[config.mk]
export PLATFORM = sky130hd
export DESIGN_NAME = video_timing
export DESIGN_NICKNAME = d
export VERILOG_FILES = /design/src/rtl/video_timing.sv
export SDC_FILE = /design/constraint.sdc
export NUM_CORES = 1
export LEC_CHECK = 0
export CAP_MARGIN = 0
export CELL_PAD_IN_SITES_DETAIL_PLACEMENT = 0
export CELL_PAD_IN_SITES_GLOBAL_PLACEMENT = 1
export CORE_MARGIN = 10
export CORE_UTILIZATION = 30
export CTS_BUF_LIST = sky130_fd_sc_hd__clkbuf_16
export CTS_CLUSTER_DIAMETER = 120
export DETAILED_ROUTE_END_ITERATION = 10
export PLACE_DENSITY = 0.71
export SYNTH_ARGS = -nofsm -noshare
export SYNTH_HDL_FRONTEND = slang
export SYNTH_SLANG_ARGS = --single-unit
[constraint.sdc]
create_clock -name clk -period 1.4 [get_ports clk]
set_input_delay 0.14 -clock clk [delete_from_list [all_inputs] [get_ports clk]]
set_output_delay 0.14 -clock clk [all_outputs]
set_load 0.02 [all_outputs]
[src/rtl/video_timing.sv]
// Raster timing generator: walks h/v counters through active/porch/sync and
// registers colour, syncs, data-enable and frame_start so they stay aligned.
module video_timing #(
    parameter int   HOR_ACTIVE_PIXELS = 640,
    parameter int   HOR_FRONT_PORCH   = 16,
    parameter int   HOR_SYNC_PULSE    = 96,
    parameter int   HOR_BACK_PORCH    = 48,
    parameter int   VER_ACTIVE_PIXELS = 480,
    parameter int   VER_FRONT_PORCH   = 10,
    parameter int   VER_SYNC_PULSE    = 2,
    parameter int   VER_BACK_PORCH    = 33,
    parameter logic HSYNC_POLARITY    = 1'b0,
    parameter logic VSYNC_POLARITY    = 1'b0,
    localparam int  H_TOTAL = HOR_ACTIVE_PIXELS + HOR_FRONT_PORCH + HOR_SYNC_PULSE + HOR_BACK_PORCH,
    localparam int  V_TOTAL = VER_ACTIVE_PIXELS + VER_FRONT_PORCH + VER_SYNC_PULSE + VER_BACK_PORCH,
    localparam int  XW = (HOR_ACTIVE_PIXELS > 1) ? $clog2(HOR_ACTIVE_PIXELS) : 1,
    localparam int  YW = (VER_ACTIVE_PIXELS > 1) ? $clog2(VER_ACTIVE_PIXELS) : 1,
    localparam int  HW = $clog2(H_TOTAL),
    localparam int  VW = $clog2(V_TOTAL)
) (
    input  logic          clk,
    input  logic          rst_n,
    input  logic          ce,
    output logic [XW-1:0] x,
    output logic [YW-1:0] y,
    input  logic [7:0]    r_in,
    input  logic [7:0]    g_in,
    input  logic [7:0]    b_in,
    output logic [7:0]    r,
    output logic [7:0]    g,
    output logic [7:0]    b,
    output logic          hsync,
    output logic          vsync,
    output logic          de,
    output logic          frame_start
);

    localparam logic [HW-1:0] H_ACT_END  = HW'(HOR_ACTIVE_PIXELS);
    localparam logic [HW-1:0] H_SYNC_BEG = HW'(HOR_ACTIVE_PIXELS + HOR_FRONT_PORCH);
    localparam logic [HW-1:0] H_SYNC_END = HW'(HOR_ACTIVE_PIXELS + HOR_FRONT_PORCH + HOR_SYNC_PULSE);
    localparam logic [HW-1:0] H_LAST     = HW'(H_TOTAL - 1);
    localparam logic [VW-1:0] V_ACT_END  = VW'(VER_ACTIVE_PIXELS);
    localparam logic [VW-1:0] V_SYNC_BEG = VW'(VER_ACTIVE_PIXELS + VER_FRONT_PORCH);
    localparam logic [VW-1:0] V_SYNC_END = VW'(VER_ACTIVE_PIXELS + VER_FRONT_PORCH + VER_SYNC_PULSE);
    localparam logic [VW-1:0] V_LAST     = VW'(V_TOTAL - 1);

    logic [HW-1:0] r_h_cnt;
    logic [VW-1:0] r_v_cnt;
    logic [7:0]    r_red, r_grn, r_blu;
    logic          r_de, r_hsync, r_vsync, r_frame_start;

    logic w_h_last, w_v_last, w_h_act, w_v_act, w_h_sync_on, w_v_sync_on;
    logic w_active, w_origin;

    assign w_h_last    = (r_h_cnt == H_LAST);
    assign w_v_last    = (r_v_cnt == V_LAST);
    assign w_h_act     = (r_h_cnt < H_ACT_END);
    assign w_v_act     = (r_v_cnt < V_ACT_END);
    assign w_h_sync_on = (r_h_cnt >= H_SYNC_BEG) && (r_h_cnt < H_SYNC_END);
    assign w_v_sync_on = (r_v_cnt >= V_SYNC_BEG) && (r_v_cnt < V_SYNC_END);
    assign w_active    = w_h_act && w_v_act;
    assign w_origin    = (r_h_cnt == '0) && (r_v_cnt == '0);

    // NOTE: sequential state uses non-blocking assignments so every flop samples pre-edge values.
    always_ff @(posedge clk or negedge rst_n) begin
        if (!rst_n) begin
            r_h_cnt <= '0;
            r_v_cnt <= '0;
        end else if (ce) begin
            if (w_h_last) begin
                r_h_cnt <= '0;
                r_v_cnt <= w_v_last ? '0 : r_v_cnt + 1'b1;
            end else begin
                r_h_cnt <= r_h_cnt + 1'b1;
            end
        end
    end

    // Coordinates park at 0 in blanking so the pixel source never sees out-of-range values.
    assign x = w_h_act ? r_h_cnt[XW-1:0] : '0;
    assign y = w_v_act ? r_v_cnt[YW-1:0] : '0;

    always_ff @(posedge clk or negedge rst_n) begin
        if (!rst_n) begin
            r_red         <= '0;
            r_grn         <= '0;
            r_blu         <= '0;
            r_de          <= 1'b0;
            r_hsync       <= ~HSYNC_POLARITY;
            r_vsync       <= ~VSYNC_POLARITY;
            r_frame_start <= 1'b0;
        end else if (ce) begin
            r_red         <= w_active ? r_in : '0;
            r_grn         <= w_active ? g_in : '0;
            r_blu         <= w_active ? b_in : '0;
            r_de          <= w_active;
            r_hsync       <= w_h_sync_on ? HSYNC_POLARITY : ~HSYNC_POLARITY;
            r_vsync       <= w_v_sync_on ? VSYNC_POLARITY : ~VSYNC_POLARITY;
            r_frame_start <= w_origin;
        end
    end

    assign r           = r_red;
    assign g           = r_grn;
    assign b           = r_blu;
    assign de          = r_de;
    assign hsync       = r_hsync;
    assign vsync       = r_vsync;
    assign frame_start = r_frame_start;

endmodule

## Yosys cells after proc, flatten, opt, wreduce, memory -nomap -nowiden

Cells that the tools add are included.

| storage, ports and cells | value |
|---|---|
| input port bits | 27 |
| output and inout bits | 47 |
| bits in registers | 48 |
| logic and storage cells | 35 |

| cells by class | value |
|---|---|
| $add $sub $neg | 2 |
| magnitude comparators | 6 |
| equal/unequal tests | 2 |
| reduce and logical (&&, ||, !) cells | 7 |
| multiplexer cells | 9 |

Operator list:

| kind | number |
|---|---|
| 10-bit two-way mux | 3 |
| 8-bit two-way mux | 3 |
| 10-bit by 1-bit adder with 10-bit output (second input constant) | 2 |
| 10-bit == test (second input constant) | 2 |
| 10-bit logical NOT | 2 |
| 10-bit less-than comparator (second input constant) | 2 |
| 10-bit by 9-bit less-than comparator with 1-bit output (second input constant) | 2 |
| 10-bit >= comparator (second input constant) | 1 |
| 10-bit by 9-bit >= comparator with 1-bit output (second input constant) | 1 |
| 9-bit two-way mux | 1 |
| 1-bit logical AND | 4 |
| 1-bit two-way mux | 2 |
| 2-bit AND reduction | 1 |

## Logic depth before layout (Yosys ltp)

Gate-level depths: netlist (run 1).

| logic depth | value |
|---|---|
| depth after elaboration | 3 |
| gate-level depth with buffers | 6 |
| depth with buffers taken out | 5 |

## Least setup slack after synthesis (run 1)

OpenSTA, ideal clock, no wires.

| timing | value |
|---|---|
| kind | register to register |
| start point | register r_h_cnt[5] |
| end point | register r_v_cnt[8] |
| required time | 1.262 ns |
| arrival | 1.399 ns |
| setup time | 0.138 ns |
| cell stages (with the launch flop) | 6 |
| clock period less this slack | 1.537 ns |
| slack | -0.137 ns |
| path buffers | 1 |
| cells stage by stage | dfrtp_1 buf_6 and4bb_1 nand4_2 o41ai_1 o41ai_1 |

| between the ends | value |
|---|---|
| word-level cells in the longest chain between the ends | 2 |

RTL lines:

| item | RTL line | RTL |
|---|---|---|
| from (decl) | 47 | `logic [HW-1:0] r_h_cnt;` |
| from (signal assigned) | 74 | `r_h_cnt <= r_h_cnt + 1'b1;` |
| 10-bit == test | 55 | `assign w_h_last = (r_h_cnt == H_LAST);` |
| 2-bit AND reduction (no source line) | n/a |  |
| to (signal assigned) | 72 | `r_v_cnt <= w_v_last ? '0 : r_v_cnt + 1'b1;` |
| to (decl) | 48 | `logic [VW-1:0] r_v_cnt;` |

No other way between the ends.
A chain may end at the register's enable or synchronous reset.

## Worst setup path in the final report (run 1)

| timing | value |
|---|---|
| start point | register r_h_cnt[9] |
| end point | register r_v_cnt[9] |

Same word-level chain as after synthesis.

==> results.sh, run 1 <==
export IMPL_worstSetupPathType="reg2reg"
export IMPL_num_vias=2153
export IMPL_synth_distinct_cells=41
export IMPL_rows=31
export IMPL_layout_cells_non_filler=446
export IMPL_vdd_drop_max_mv=0.7771
export IMPL_vias_per_cell=4.827
export IMPL_drc_errors=0
export IMPL_grtUsageTotal_pct=13.26
export IMPL_die_area_mm2=0.01147
export IMPL_drt_iter0_drc=85
export IMPL_worst_path_most_repeated_cell="buf_6"
export IMPL_nNetsFinal=377
export IMPL_grt_pass1_vias=2284
export IMPL_yosysWarnings=0
export IMPL_arrival_ns=1.79
export IMPL_required_ns=1.61
export IMPL_critPathMaxFanout=5
export IMPL_worst_hold_slack_ns=0.3724
export IMPL_h_tree_depth=2
export IMPL_p_total_uw=4087
export IMPL_clk_pin_slew_ns=0.07
export IMPL_antenna_found_initial=0
export IMPL_hp_class="in2async"
export IMPL_tightest_slew_ns=0.2946
export IMPL_use_met2_pct=23.91
export IMPL_dp_slack_ns=-0.2919
export IMPL_io_buffer_count=73
export IMPL_clkLatencyLatePin_ns=0.28
export IMPL_grt_max_degree=49
export IMPL_cellPowerDensity_mw_per_mm2=992.2
export IMPL_power_switching_uw=1150
export IMPL_yosys_area_top_type="dfrtp_1"
export IMPL_grt_pass1_wl_um=12280
export IMPL_dr_pass1_iters=5
export IMPL_clkPwrFrac_pct=33.9
export IMPL_slew_headroom_pct=80.29
export IMPL_dieHeight_um=107.1
export IMPL_synth_top_cells_by_area="dfrtp_1 51%, a22o_1 9.6%, and2_1 4.9%"
export IMPL_max_freq_mhz=631.1
export IMPL_violations="setup timing"
export IMPL_switching_share_pct=28.14
export IMPL_clock_sink_count=48
export IMPL_cts_max_path_buffers=2
export IMPL_fin_skew_ns=0.002190
export IMPL_synth_edff_count=0
export IMPL_dpl_cell_count=416
export IMPL_synthMostInstantiatedCell="dfrtp_1"
export IMPL_synth_fp_nets=239
export IMPL_busiest_layer="met2"
export IMPL_critPathLaunchType="flop"
export IMPL_drt_wl_total_um=7777
export IMPL_synthCells=208
export IMPL_postRouteAntennaNets=0
export IMPL_timing_final_hold_violations=0
export IMPL_synth_area_mm2=0.002276
export IMPL_fin_ws_ns=-0.1844
export IMPL_power_frac_seq_pct=38.9
export IMPL_maxCapViolations=0
export IMPL_ys_seq_elements=48
export IMPL_min_period_ns=1.584
export IMPL_core_area_mm2=0.007331
export IMPL_cts_made_buffers=5
export IMPL_slowest_stage="dfrtp_1"
export IMPL_ios=74
export IMPL_antennaDiodeCount=0
export IMPL_grt_use_met3_pct=3.054
export IMPL_comb_power_share_pct=27.2
export IMPL_ys_seq_area_share_pct=52.89
export IMPL_crit_chain="buf_6 -> and4bb_2 -> and4_4 -> buf_6 -> buf_6 -> a21oi_2 -> a31oi_1"
export IMPL_synth_main_ff_cell="dfrtp_1"
export IMPL_maxSlewViolCount=0
export IMPL_grt_overflow=0
export IMPL_synth_async_reset_ratio_pct=100.0
export IMPL_status="finished, violations left"
export IMPL_routabilityCongestion=0.7777
export IMPL_synth_top_area_share_pct=50.58
export IMPL_post_route_period_util_pct=113.2
export IMPL_avgSynthCellArea_um2=10.94
export IMPL_cts_root_buf="clkbuf_16"
export IMPL_fp_dieW_um=107.1
export IMPL_areaGrowthSynthToFinish_pct=80.98
export IMPL_fin_util_pct=56.19
export IMPL_cpPeakStageDelay_ns=0.39
export IMPL_ys_top_cells_by_count="46 x dfrtp_1, 25 x a22o_1, 18 x and2_1"
export IMPL_leakagePower_uw=0.002041
export IMPL_internal_power_uw=2937
export IMPL_dp_hpwl_um=5104
export IMPL_worstSetupEndpointType="flop"
export IMPL_tritoncts="yes"
export IMPL_grt_setup_unrepaired="true"
export IMPL_setup_violations=54
export IMPL_wl_per_cell_um=17.44
export IMPL_grt_use_met1_pct=15.28
export IMPL_drive_gt1_share_pct=40.06
export IMPL_initial_core_util_pct=31.05
## layer usage
| layer | vias up | wire length, µm |
|---|---|---|
| li1 | 1047 | - |
| met1 | 1060 | 3232 |
| met2 | 40 | 4183 |
| met3 | 6 | 283 |
| met4 | 0 | 78 |
| met5 | - | 0 |
## flip-flops by register name, summed over array words and instances (netlist names)
register / count
r_v_cnt: 10
r: 8
frame_start: 1
vsync: 1
g: 8
r_h_cnt: 10
hsync: 1
de: 1
b: 8
## power by group through the flow
stage          Clock (µW)  Sequential, µW  Combinational (µW)
5_1_grt              1480            1610                1200
4_1_cts              1430            1590                1100
3_5_place_dp            0            1620                1110
2_1_floorplan           0            1720                 389
3_3_place_gp            0            1610                1110
6_report             1380            1590                1110
## worst max-delay path: cells and delay by family, from the launching register on
family,cells,cell delay (ns)
flops,1,0.39
compound gates,2,0.18
buf+inv,3,0.33
simple gates,2,0.60
## layout make-up
| type | count | area, µm² |
|---|---|---|
| fillers | 595 | 3212 |
| clock buffers | 5 | 125.1 |
| flip-flops and latches | 48 | 1204 |
| inverters | 8 | 33.78 |
| multi-input cells | 142 | 1199 |
| well taps | 99 | 123.9 |
| repair buffers | 141 | 1388 |
| clock inverters | 3 | 46.29 |
## metrics by stage
stage | cell area (µm²) | setup TNS (ns)
2_1_floorplan | 2286 | -0.6596
3_3_place_gp | 3445 | -5.300
3_5_place_dp | 3445 | -6.895
4_1_cts | 3963 | -6.172
5_1_grt | 4119 | -9.342
6_report | 4119 | -5.675
## path summary, 6_finish.rpt
kind	start	end	slack, ns	depth (start not counted)
worst min-delay path	rst_n	g[5]$_DFFE_PN0P_	0.37	3
worst max register to register	r_h_cnt[9]$_DFFE_PN0P_	r_v_cnt[9]$_DFFE_PN0P_	-0.18	7
worst min register to register	de$_DFFE_PN0P_	de$_DFFE_PN0P_	0.48	1
max in group asynchronous	rst_n	vsync$_DFFE_PN1P_	0.75	3
worst max-delay path	r_h_cnt[9]$_DFFE_PN0P_	r_v_cnt[9]$_DFFE_PN0P_	-0.18	7
min in group clk	g_in[5]	g[5]$_DFFE_PN0P_	0.45	2
## cells in the final DEF (no fill, tap or decap), drive strengths merged, types with 3 or more instances in the layout
cell type      netlist  layout
nand2               14      14
nand4                4       4
nor4                 4       4
o41ai                4       4
clkdlybuf4s50        0      26
buf                  6      86
dfrtp               46      46
xnor2                4       4
dlymetal6s2s         0       9
xor2                 3       3
nor3                 4       4
and3                 8       8
a21oi                5       5
dlygate4sd2          0      18
nand3                5       5
ha                   4       4
nor2b                2       3
clkbuf               5       6
and2                18      18
o21ai                9       9
a22o                25      25
o31ai                3       3
nor2                 9       9
inv                  8       8
## kinds of logic after synthesis
group | count (synthesis) | synth area share [%]
buffers and inverters | 19 | 4.892
AOI/OAI and AO/OA | 53 | 17.48
and+or+nand+nor | 77 | 19.85
adders and majority gates | 4 | 2.199
xor gates and xnor gates | 7 | 2.694
DFF | 48 | 52.89
## timing repair
item / 4_1_cts / 5_1_grt
gates resized for setup: 165 / 40
setup endpoints to repair: 74 / 72
buffers inserted: 16 / 4
gates cloned: 3 / 1
hold endpoints to repair: 46 / 0
hold buffers: 1 / 0
pin swaps: 17 / 22
Note: power is estimated with default switching activity, not from simulation.
==> inputs of run 2 (changes only) <==
- SLEW_MARGIN: not set -> 40
==> results of run 2 <==
No change in the layout: final DEF, timing and power equal those of run 1.
==> inputs of run 3 (changes only) <==
- CAP_MARGIN: 0 -> not set
- CTS_BUF_LIST: sky130_fd_sc_hd__clkbuf_16 -> not set
==> results.sh, run 3 (synthesis results as in run 1) <==
export IMPL_fin_util_pct=56.41
export IMPL_io_buffer_count=73
export IMPL_rrSetupSlack_ns=-0.22
export IMPL_critPathLaunchType="flop"
export IMPL_status="finished, violations left"
export IMPL_grt_setup_unrepaired="true"
export IMPL_timing_final_hold_violations=0
export IMPL_internal_power_uw=2700
export IMPL_dieHeight_um=107.1
export IMPL_max_freq_mhz=617.9
export IMPL_nNetsFinal=379
export IMPL_switching_share_pct=30.18
export IMPL_cts_max_path_buffers=2
export IMPL_min_period_ns=1.618
export IMPL_grtUsageTotal_pct=12.82
export IMPL_arrival_ns=1.86
export IMPL_r2r_start="r_h_cnt[8]$_DFFE_PN0P_"
export IMPL_h_tree_depth=2
export IMPL_clk_pin_slew_ns=0.10
export IMPL_maxCapViolations=0
export IMPL_comb_power_share_pct=31.4
export IMPL_setup_violations=58
export IMPL_fp_dieW_um=107.1
export IMPL_power_switching_uw=1167
export IMPL_drive_gt1_share_pct=46.13
export IMPL_layout_cells_non_filler=448
export IMPL_ios=74
export IMPL_clkPwrFrac_pct=27.4
export IMPL_fillerInstances=622
export IMPL_antenna_found_initial=0
export IMPL_dp_slack_ns=-0.2919
export IMPL_vias_per_cell=4.879
export IMPL_cellPowerDensity_mw_per_mm2=935.3
export IMPL_tightest_slew_ns=0.3457
export IMPL_cts_root_buf="clkbuf_8"
export IMPL_num_vias=2186
export IMPL_register_area_mm2=0.001204
export IMPL_r2r_cells=7
export IMPL_r2r_end="r_v_cnt[9]$_DFFE_PN0P_"
export IMPL_leakagePower_uw=0.001987
export IMPL_post_route_period_util_pct=115.6
export IMPL_startpoint="r_h_cnt[8]$_DFFE_PN0P_"
export IMPL_drc_errors=0
export IMPL_top_regs="r_h_cnt: 10 flops, r_v_cnt: 10 flops"
export IMPL_core_area_mm2=0.007331
export IMPL_cts_made_buffers=5
export IMPL_dpl_cell_count=416
export IMPL_areaGrowthSynthToFinish_pct=81.69
export IMPL_drt_met1_wl_um=3156
export IMPL_maxSlewViolCount=0
export IMPL_final_common_cell="buf_4"
export IMPL_hp_class="in2async"
export IMPL_clock_sink_count=48
export IMPL_final_cell_mix="47 x buf_4, 46 x dfrtp_1, 36 x buf_6"
export IMPL_critPathMaxFanout=4
export IMPL_dp_hpwl_um=5104
export IMPL_fin_ws_ns=-0.2183
export IMPL_wl_per_cell_um=17.56
export IMPL_grt_max_degree=49
export IMPL_required_ns=1.64
export IMPL_clkLatencyLatePin_ns=0.31
export IMPL_antennaDiodeCount=0
export IMPL_worst_hold_slack_ns=0.3478
export IMPL_drt_wl_total_um=7868
export IMPL_worstSetupPathType="reg2reg"
export IMPL_multi_input_area_mm2=0.001331
export IMPL_fin_skew_ns=0.01102
export IMPL_die_area_mm2=0.01147
export IMPL_top_layer="met4"
export IMPL_grt_overflow=0
export IMPL_dr_pass1_iters=4
export IMPL_postRouteAntennaNets=0
export IMPL_slew_headroom_pct=76.78
export IMPL_wl_met3_um=355
export IMPL_initial_core_util_pct=31.05
export IMPL_p_total_uw=3867
export IMPL_routabilityCongestion=0.7777
export IMPL_vdd_drop_max_mv=0.6590
export IMPL_power_frac_seq_pct=41.2
export IMPL_tritoncts="yes"
export IMPL_rows=31
export IMPL_worstSetupEndpointType="flop"
export IMPL_dr_wl_met2_um=4264
export IMPL_grt_pass1_wl_um=11930
export IMPL_violations="setup timing"
export IMPL_drt_iter0_drc=70
export IMPL_grt_pass1_vias=2298
[run 3: final cells by class]
cell class                 count  area share, %
clock inverter                 3          1.120
clock buffer                   5          1.664
tap                           99          2.995
sequential                    48          29.11
multi-input combinational    144          32.19
timing repair buffer         141          32.13
inverter                       8         0.7867
[run 3: layer usage]
layer | GRT usage (%) | vias to the layer above
met5 | 0 | -
met4 | 3.675 | 0
met3 | 3.413 | 9
met2 | 23.47 | 42
met1 | 14.10 | 1084
li1 | - | 1051
[run 3: how the worst max path moves through the flow]
stage,cells past startpoint,end,slack (ns)
6_report,7,r_v_cnt[9]$_DFFE_PN0P_,-0.22
5_1_grt,7,r_v_cnt[9]$_DFFE_PN0P_,-0.26
4_1_cts,5,y[4],-0.19
3_5_place_dp,4,y[7],-0.29
3_3_place_gp,4,y[2],-0.24
2_1_floorplan,5,r_v_cnt[7]$_DFFE_PN0P_,-0.06
[run 3: power by group through the flow]
stage / Sequential, µW / Clock (µW) / Combinational, µW
floorplan: 1720 / 0 / 389
global placement: 1610 / 0 / 1110
detailed placement: 1620 / 0 / 1110
CTS: 1590 / 1080 / 1140
global route: 1610 / 1140 / 1310
finish: 1590 / 1060 / 1210
[run 3: metrics by stage]
stage	instance area, µm²	TNS (ns)
final	4135	-5.482
after global routing	4135	-8.671
after CTS	3940	-7.767
after global placement	3445	-5.300
after detailed placement	3445	-6.895
after floorplan	2286	-0.6596
[run 3: what timing repair did]
action | CTS | global route
pin swaps | 20 | 17
buffers inserted | 18 | 5
gates resized for setup | 192 | 46
cloned | 1 | 2
hold buffers | 1 | 0
hold endpoints to repair | 46 | 0
endpoints found under the setup margin | 85 | 63
[run 3: worst max-delay path: stages, from the launching register on]
cell and delay [ns]:
dfrtp_1 0.39, buf_6 0.11, and4bb_2 0.31, and4_4 0.32
buf_6 0.14, buf_6 0.10, a21oi_2 0.04, a31oi_1 0.14
